<file path="config.mk">
export PLATFORM = sky130hd
export DESIGN_NAME = sparc_ifu_thrsched
export DESIGN_NICKNAME = d
export VERILOG_FILES = /design/src/rtl/sparc_ifu_thrsched_pkg.sv /design/src/rtl/sparc_ifu_thrsched_thrfsm.sv /design/src/rtl/sparc_ifu_thrsched.sv
export SDC_FILE = /design/constraint.sdc
export NUM_CORES = 1
export LEC_CHECK = 0
export ABC_AREA = 0
export CAP_MARGIN = 25
export CORE_MARGIN = 4
export CORE_UTILIZATION = 49
export CTS_BUF_LIST = sky130_fd_sc_hd__clkbuf_16
export DETAILED_ROUTE_END_ITERATION = 10
export DONT_BUFFER_PORTS = 1
export HOLD_SLACK_MARGIN = 0.03
export PLACE_DENSITY_LB_ADDON = 0.08
export SLEW_MARGIN = 5
export SYNTH_ARGS = -nofsm -noshare
export SYNTH_HDL_FRONTEND = slang
export SYNTH_SLANG_ARGS = --single-unit
</file>
<file path="constraint.sdc">
create_clock -name clk -period 5.2 [get_ports clk]
set_clock_uncertainty 0.05 [all_clocks]
set_input_delay 0.52 -clock clk [delete_from_list [all_inputs] [get_ports clk]]
set_output_delay 0.52 -clock clk [all_outputs]
set_load 0.01 [all_outputs]
</file>
<file path="src/rtl/sparc_ifu_thrsched_pkg.sv">
// Shared types for the IFU thread scheduler: state codes, thread count,
// round-robin pointer width and the rotating-priority search helper.
package sparc_ifu_thrsched_pkg;

   localparam int NTHR  = 4;
   localparam int PTR_W = 2;

   typedef enum logic [2:0] {
      ST_HALT = 3'd0,
      ST_RDY  = 3'd1,
      ST_RUN  = 3'd2,
      ST_WAIT = 3'd3,
      ST_SPEC = 3'd4
   } thr_st_e;

   typedef struct packed {
      logic             hit;
      logic [PTR_W-1:0] idx;
   } pick_t;

   // First requester after ptr, wrapping; ptr itself is checked last.
   function automatic pick_t rr_pick(input logic [NTHR-1:0]  req,
                                     input logic [PTR_W-1:0] ptr);
      pick_t            p;
      logic [PTR_W-1:0] j;
      p = '0;
      for (int k = 1; k <= NTHR; k++) begin
         j = ptr + PTR_W'(k);
         if (!p.hit && req[j]) begin
            p.hit = 1'b1;
            p.idx = j;
         end
      end
      return p;
   endfunction

endpackage

</file>
<file path="src/rtl/sparc_ifu_thrsched_thrfsm.sv">
// Per-thread scheduling state machine (HALT/RDY/RUN/WAIT/SPEC).
// SPEC handling is built only with SPARC_IFU_THRSCHED_SPEC_EN.
module sparc_ifu_thrfsm
   import sparc_ifu_thrsched_pkg::*;
(
   input  logic    clk,
   input  logic    arst_l,
   input  logic    stop,
   input  logic    start,
   input  logic    cmpl,
   input  logic    spec_cmpl,
   input  logic    spec_fail,
   input  logic    sw,
   input  logic    yl,
   input  logic    sel,
   output thr_st_e st,
   output thr_st_e nxt
);

`ifndef SPARC_IFU_THRSCHED_SPEC_EN
   logic spec_unused;
   assign spec_unused = spec_cmpl ^ spec_fail;
`endif

   always_comb begin
      nxt = st;
      if (stop) begin
         nxt = ST_HALT;
      end else begin
         case (st)
            ST_HALT: if (start) nxt = ST_RDY;
            ST_RDY:  if (sel)   nxt = ST_RUN;
            ST_RUN: begin
               // a completion racing the switch skips WAIT entirely
               if (sw)      nxt = cmpl ? ST_RDY : ST_WAIT;
               else if (yl) nxt = ST_RDY;
            end
            ST_WAIT: begin
               if (cmpl) nxt = ST_RDY;
`ifdef SPARC_IFU_THRSCHED_SPEC_EN
               else if (spec_cmpl) nxt = ST_SPEC;
`endif
            end
`ifdef SPARC_IFU_THRSCHED_SPEC_EN
            ST_SPEC: begin
               if (cmpl)           nxt = ST_RDY;
               else if (spec_fail) nxt = ST_WAIT;
               else if (sel)       nxt = ST_RUN;
            end
`endif
            default: nxt = ST_HALT;
         endcase
      end
   end

   always_ff @(posedge clk or negedge arst_l) begin
      if (!arst_l) st <= ST_HALT;
      else         st <= nxt;
   end

endmodule

</file>
<file path="src/rtl/sparc_ifu_thrsched.sv">
// IFU thread scheduler: four thread FSMs, round-robin picker, registered
// one-hot run vector. SPEC selection enabled by SPARC_IFU_THRSCHED_SPEC_EN.
module sparc_ifu_thrsched #(
   parameter int NTHR = 4
) (
   input  logic            clk,
   input  logic            arst_l,
   input  logic [NTHR-1:0] thr_start,
   input  logic [NTHR-1:0] thr_stop,
   input  logic [NTHR-1:0] completion,
   input  logic [NTHR-1:0] spec_cmpl,
   input  logic [NTHR-1:0] spec_fail,
   input  logic            switch_s,
   input  logic            yield_s,
   input  logic            stall_s,
   output logic [NTHR-1:0] thr_run,
   output logic [NTHR-1:0] thr_rdy,
   output logic [NTHR-1:0] thr_wait,
   output logic [NTHR-1:0] thr_halt,
   output logic            all_idle
);
   import sparc_ifu_thrsched_pkg::*;

   thr_st_e          st  [NTHR];
   thr_st_e          nxt [NTHR];
   logic [NTHR-1:0]  is_rdy, is_spec, is_wait, is_halt, run_nxt, sel;
   logic [PTR_W-1:0] rr_ptr;
   logic             can_sel;
   pick_t            p_win;

   always_comb begin
      for (int i = 0; i < NTHR; i++) begin
         is_rdy[i]  = (st[i] == ST_RDY);
         is_spec[i] = (st[i] == ST_SPEC);
         is_wait[i] = (st[i] == ST_WAIT);
         is_halt[i] = (st[i] == ST_HALT);
         run_nxt[i] = (nxt[i] == ST_RUN);
      end
   end

   // a stop alone does not open the slot this cycle; it reselects next cycle
   assign can_sel = !stall_s && (~|thr_run || switch_s || yield_s);

   always_comb begin
`ifdef SPARC_IFU_THRSCHED_SPEC_EN
      pick_t p_rdy, p_spec;
      p_rdy  = rr_pick(is_rdy, rr_ptr);
      p_spec = rr_pick(is_spec, rr_ptr);
      p_win  = p_rdy.hit ? p_rdy : p_spec;
`else
      p_win  = rr_pick(is_rdy, rr_ptr);
`endif
      sel = '0;
      if (can_sel && p_win.hit) sel[p_win.idx] = 1'b1;
   end

   for (genvar g = 0; g < NTHR; g++) begin : g_thr
      sparc_ifu_thrfsm u_fsm (
         .clk       (clk),
         .arst_l    (arst_l),
         .stop      (thr_stop[g]),
         .start     (thr_start[g]),
         .cmpl      (completion[g]),
         .spec_cmpl (spec_cmpl[g]),
         .spec_fail (spec_fail[g]),
         .sw        (switch_s & thr_run[g]),
         .yl        (yield_s & thr_run[g]),
         .sel       (sel[g]),
         .st        (st[g]),
         .nxt       (nxt[g])
      );
   end

   always_ff @(posedge clk or negedge arst_l) begin
      if (!arst_l) begin
         rr_ptr  <= PTR_W'(3);
         thr_run <= '0;
      end else begin
         if (can_sel && p_win.hit) rr_ptr <= p_win.idx;
         thr_run <= run_nxt;
      end
   end

   assign thr_rdy  = is_rdy;
   assign thr_wait = is_wait | is_spec;
   assign thr_halt = is_halt;
   assign all_idle = ~|(thr_run | is_rdy | is_spec);

endmodule
</file>
==> metrics <==
status finished, final reports clean; cell area after layout 1230 µm²; ys flop type dfrtp_1; sequential-to-total area share from yosys stat about two fifths; first-pass GRT wire length approximately 4.4 mm; Post-DP HPWL around 1.9 mm; RSZ-0062 raised after global routing false; Arr. time, crit path ~2600 ps; Clock Pin Slew Worst Setup and Hold Paths ~50 ps; mux share of post-synthesis cell area 1.92%; initial core utilization between 50% and 60%; Gate Count Post-Synth about 120; Max-Cap Viols 0; cell row count 16; CTS tree built; max_slew headroom between 40% and 50%; largest net degree at the start of global routing 17; Remaining Overflow, GRT 0; post-synth cell types a little over 40; Synth Warn # 0; I/O pin cnt 42; Via Count around 930; Synth Area in Compound Gates 29.2%; die area a little over 3000 µm²; largest family of logic cells by synthesized area compound AO/OA/AOI/OAI gates; Worst setup EP type flip-flop; final setup TNS 0 ps; core area 2060 µm²; Routed Antenna Nets 0; FF-to-FF Start thr_run[2]$_DFF_PN0_; routed vias/inst about 6.2; fin worst setup slack between 2000 and 3000 ps; final-report setup violation count 0; clk_lat worst skew roughly 250 ps; Post-Synth XOR/XNOR Area 0.790%; Setup CP Type flip-flop to flip-flop; WP data required ~5300 ps; Min-Delay Path Class input port to asynchronous set/reset pin; IO buf count 0; measured slew at the worst slew-check pin around 750 ps; DR iter-0 viols 25; post-layout minimum cycle time roughly 2500 ps; Peak Freq 402 MHz; CTS H-tree depth 1; period utilization ~48%; power per cell area between 200 and 300 nW/µm²; Final Hold Fails 0; Synth async-reset ratio 100%; Clock Root Buffer clkbuf_16; Area Overhead vs Synth 11.4%; cells along the critical path or4_1 > a21oi_2 > o31ai_1 > or3b_4 > a2111oi_2; mapped cell area around 1100 µm²; Tot GR Track Use 17.9%; Place WS roughly 2800 ps; Synth Register Bits 18; clock sinks 18; DR DRC count 0; share of post-route cells with drive strength above 1 roughly 14%; clock buffer depth 2; syn_area_per_cell between 9 and 10 µm²; DR pass1 iterations 4; wire per inst about 18 µm; routed wire length approximately 2.7 mm; number of post-CTS setup repair buffers 0; Die X approximately 56 µm; critical path launch point type flip-flop; DP Area 1150 µm²; Final nets 149; vias in the first global route roughly 900; simple logic cell fraction of the synthesized area a little under a quarter; Post-synth EDFFs 0; critical-path maximum fanout 5; Pwr Total 0.357 mW; Slowest Stage Delay on Critical Path 590 ps; adder-cell area share of the yosys netlist 0%; Final GP Congestion 0.805; initial antenna violation count 0; VDD IR-drop max 0.250 mV; Num CTS Buffers 3; CP max-delay cell or4_1; Max Slew Vio Count 0; Lkg Pwr around 0.57 nW; Antenna diodes 0; Die Y around 56 µm; Critical path origin thr_run[2]$_DFF_PN0_
## where the power goes
part / internal, mW / leakage [nW] / switching [mW]
combinational: 0.0192 / 0.299 / 0.0253
sequential: 0.151 / 0.233 / 0.0105
clock: 0.102 / 0.0385 / 0.0495
## layer usage
layer  track usage [%]  routed length, µm  vias to the layer above
met5                 0                  0                        -
met4              3.47                 12                        0
met3              7.93                250                        2
met2              28.7               1260                       41
met1              22.1               1150                      439
li1                  -                  -                      452
## worst paths after layout
| kind | endpoint | slack, ps | depth (start not counted) |
|---|---|---|---|
| max in group asynchronous | g_thr[3].u_fsm.st[0]$_DFF_PN0_ | 3890 | 1 |
| worst min-delay path | rr_ptr[1]$_DFFE_PN1P_ | 70 | 0 |
| worst min register to register | thr_run[3]$_DFF_PN0_ | 530 | 1 |
| min in group clk | thr_run[1]$_DFF_PN0_ | 280 | 1 |
| worst max register to register | thr_run[1]$_DFF_PN0_ | 2710 | 5 |
| worst max-delay path | thr_run[1]$_DFF_PN0_ | 2710 | 5 |
## Yosys cell counts, drive strengths merged, types with 2 or more instances
cell      n  area [µm²]
inv       8        30.0
dfrtp    16         400
clkbuf    2        7.51
a21boi    4        30.0
nand2    13        48.8
dfstp     2        52.6
a311oi    2        17.5
nor2      9        33.8
or3b      3        33.8
nand3     2        10.0
a21oi     7        38.8
nor3      5        25.0
nor3b     2        25.0
nand3b    3        22.5
a21o      2        15.0
or3       2        12.5
o221ai    4        41.3
a2111oi   4        47.6
o211a     4        40.0
nand2b    3        18.8
a22o      4        35.0
## registers in the layout (all words and copies together), names as in the netlist
name / cells
g_thr.u_fsm.st: 12
rr_ptr: 2
thr_run: 4
## layout make-up
cell class                 count  area, µm²
fill                         162        827
multi-input combinational     92        629
sequential                    18        453
clock buffer                   3       75.1
tap                           27       33.8
inverter                       8       30.0
timing repair buffer           1       10.0
clock inverter                 1       3.75
## per-stage QoR
stage / hold slack, ps / instances / utilization [%]
final: 65.6 / 150 / 59.9
after detailed placement: 175 / 145 / 55.6
after CTS: 59.5 / 150 / 59.9
after global placement: 175 / 145 / 55.6
after floorplan: 174 / 120 / -
after global routing: 55.1 / 150 / 59.9
## cell families (layout without fill, tap and decap cells)
kind of cell / Yosys count / count (layout)
and+or+nand+nor: 46 / 46
muxes: 2 / 2
buffers and inverters: 10 / 13
xor gates and xnor gates: 1 / 1
DFF: 18 / 18
AOI/OAI and AO/OA: 39 / 39
other: 1 / 4
## repair_timing
| item | in CTS | in global routing |
|---|---|---|
| gates resized for setup | 0 | 0 |
| hold buffers | 1 | 0 |
| hold endpoints to repair | 16 | 0 |
## layout by cell type (no fill, tap or decap), types with 3 or more instances in the layout
cell / count
nand2b_1: 3
nand3b_1: 3
nand2_1: 13
clkbuf_16: 3
dfrtp_1: 16
conb_1: 4
o211a_1: 4
inv_1: 7
a21oi_1: 6
nor2_1: 9
a21boi_0: 4
nor3_1: 5
o221ai_1: 3
or3b_4: 3
a22o_1: 4
## critical path: cells and delay by family (launching register included)
family,cells,cell delay (ps)
and+or+nand+nor,2,1050
AOI/OAI and AO/OA,3,820
DFF,1,450
(Power assumes the default switching activity.)
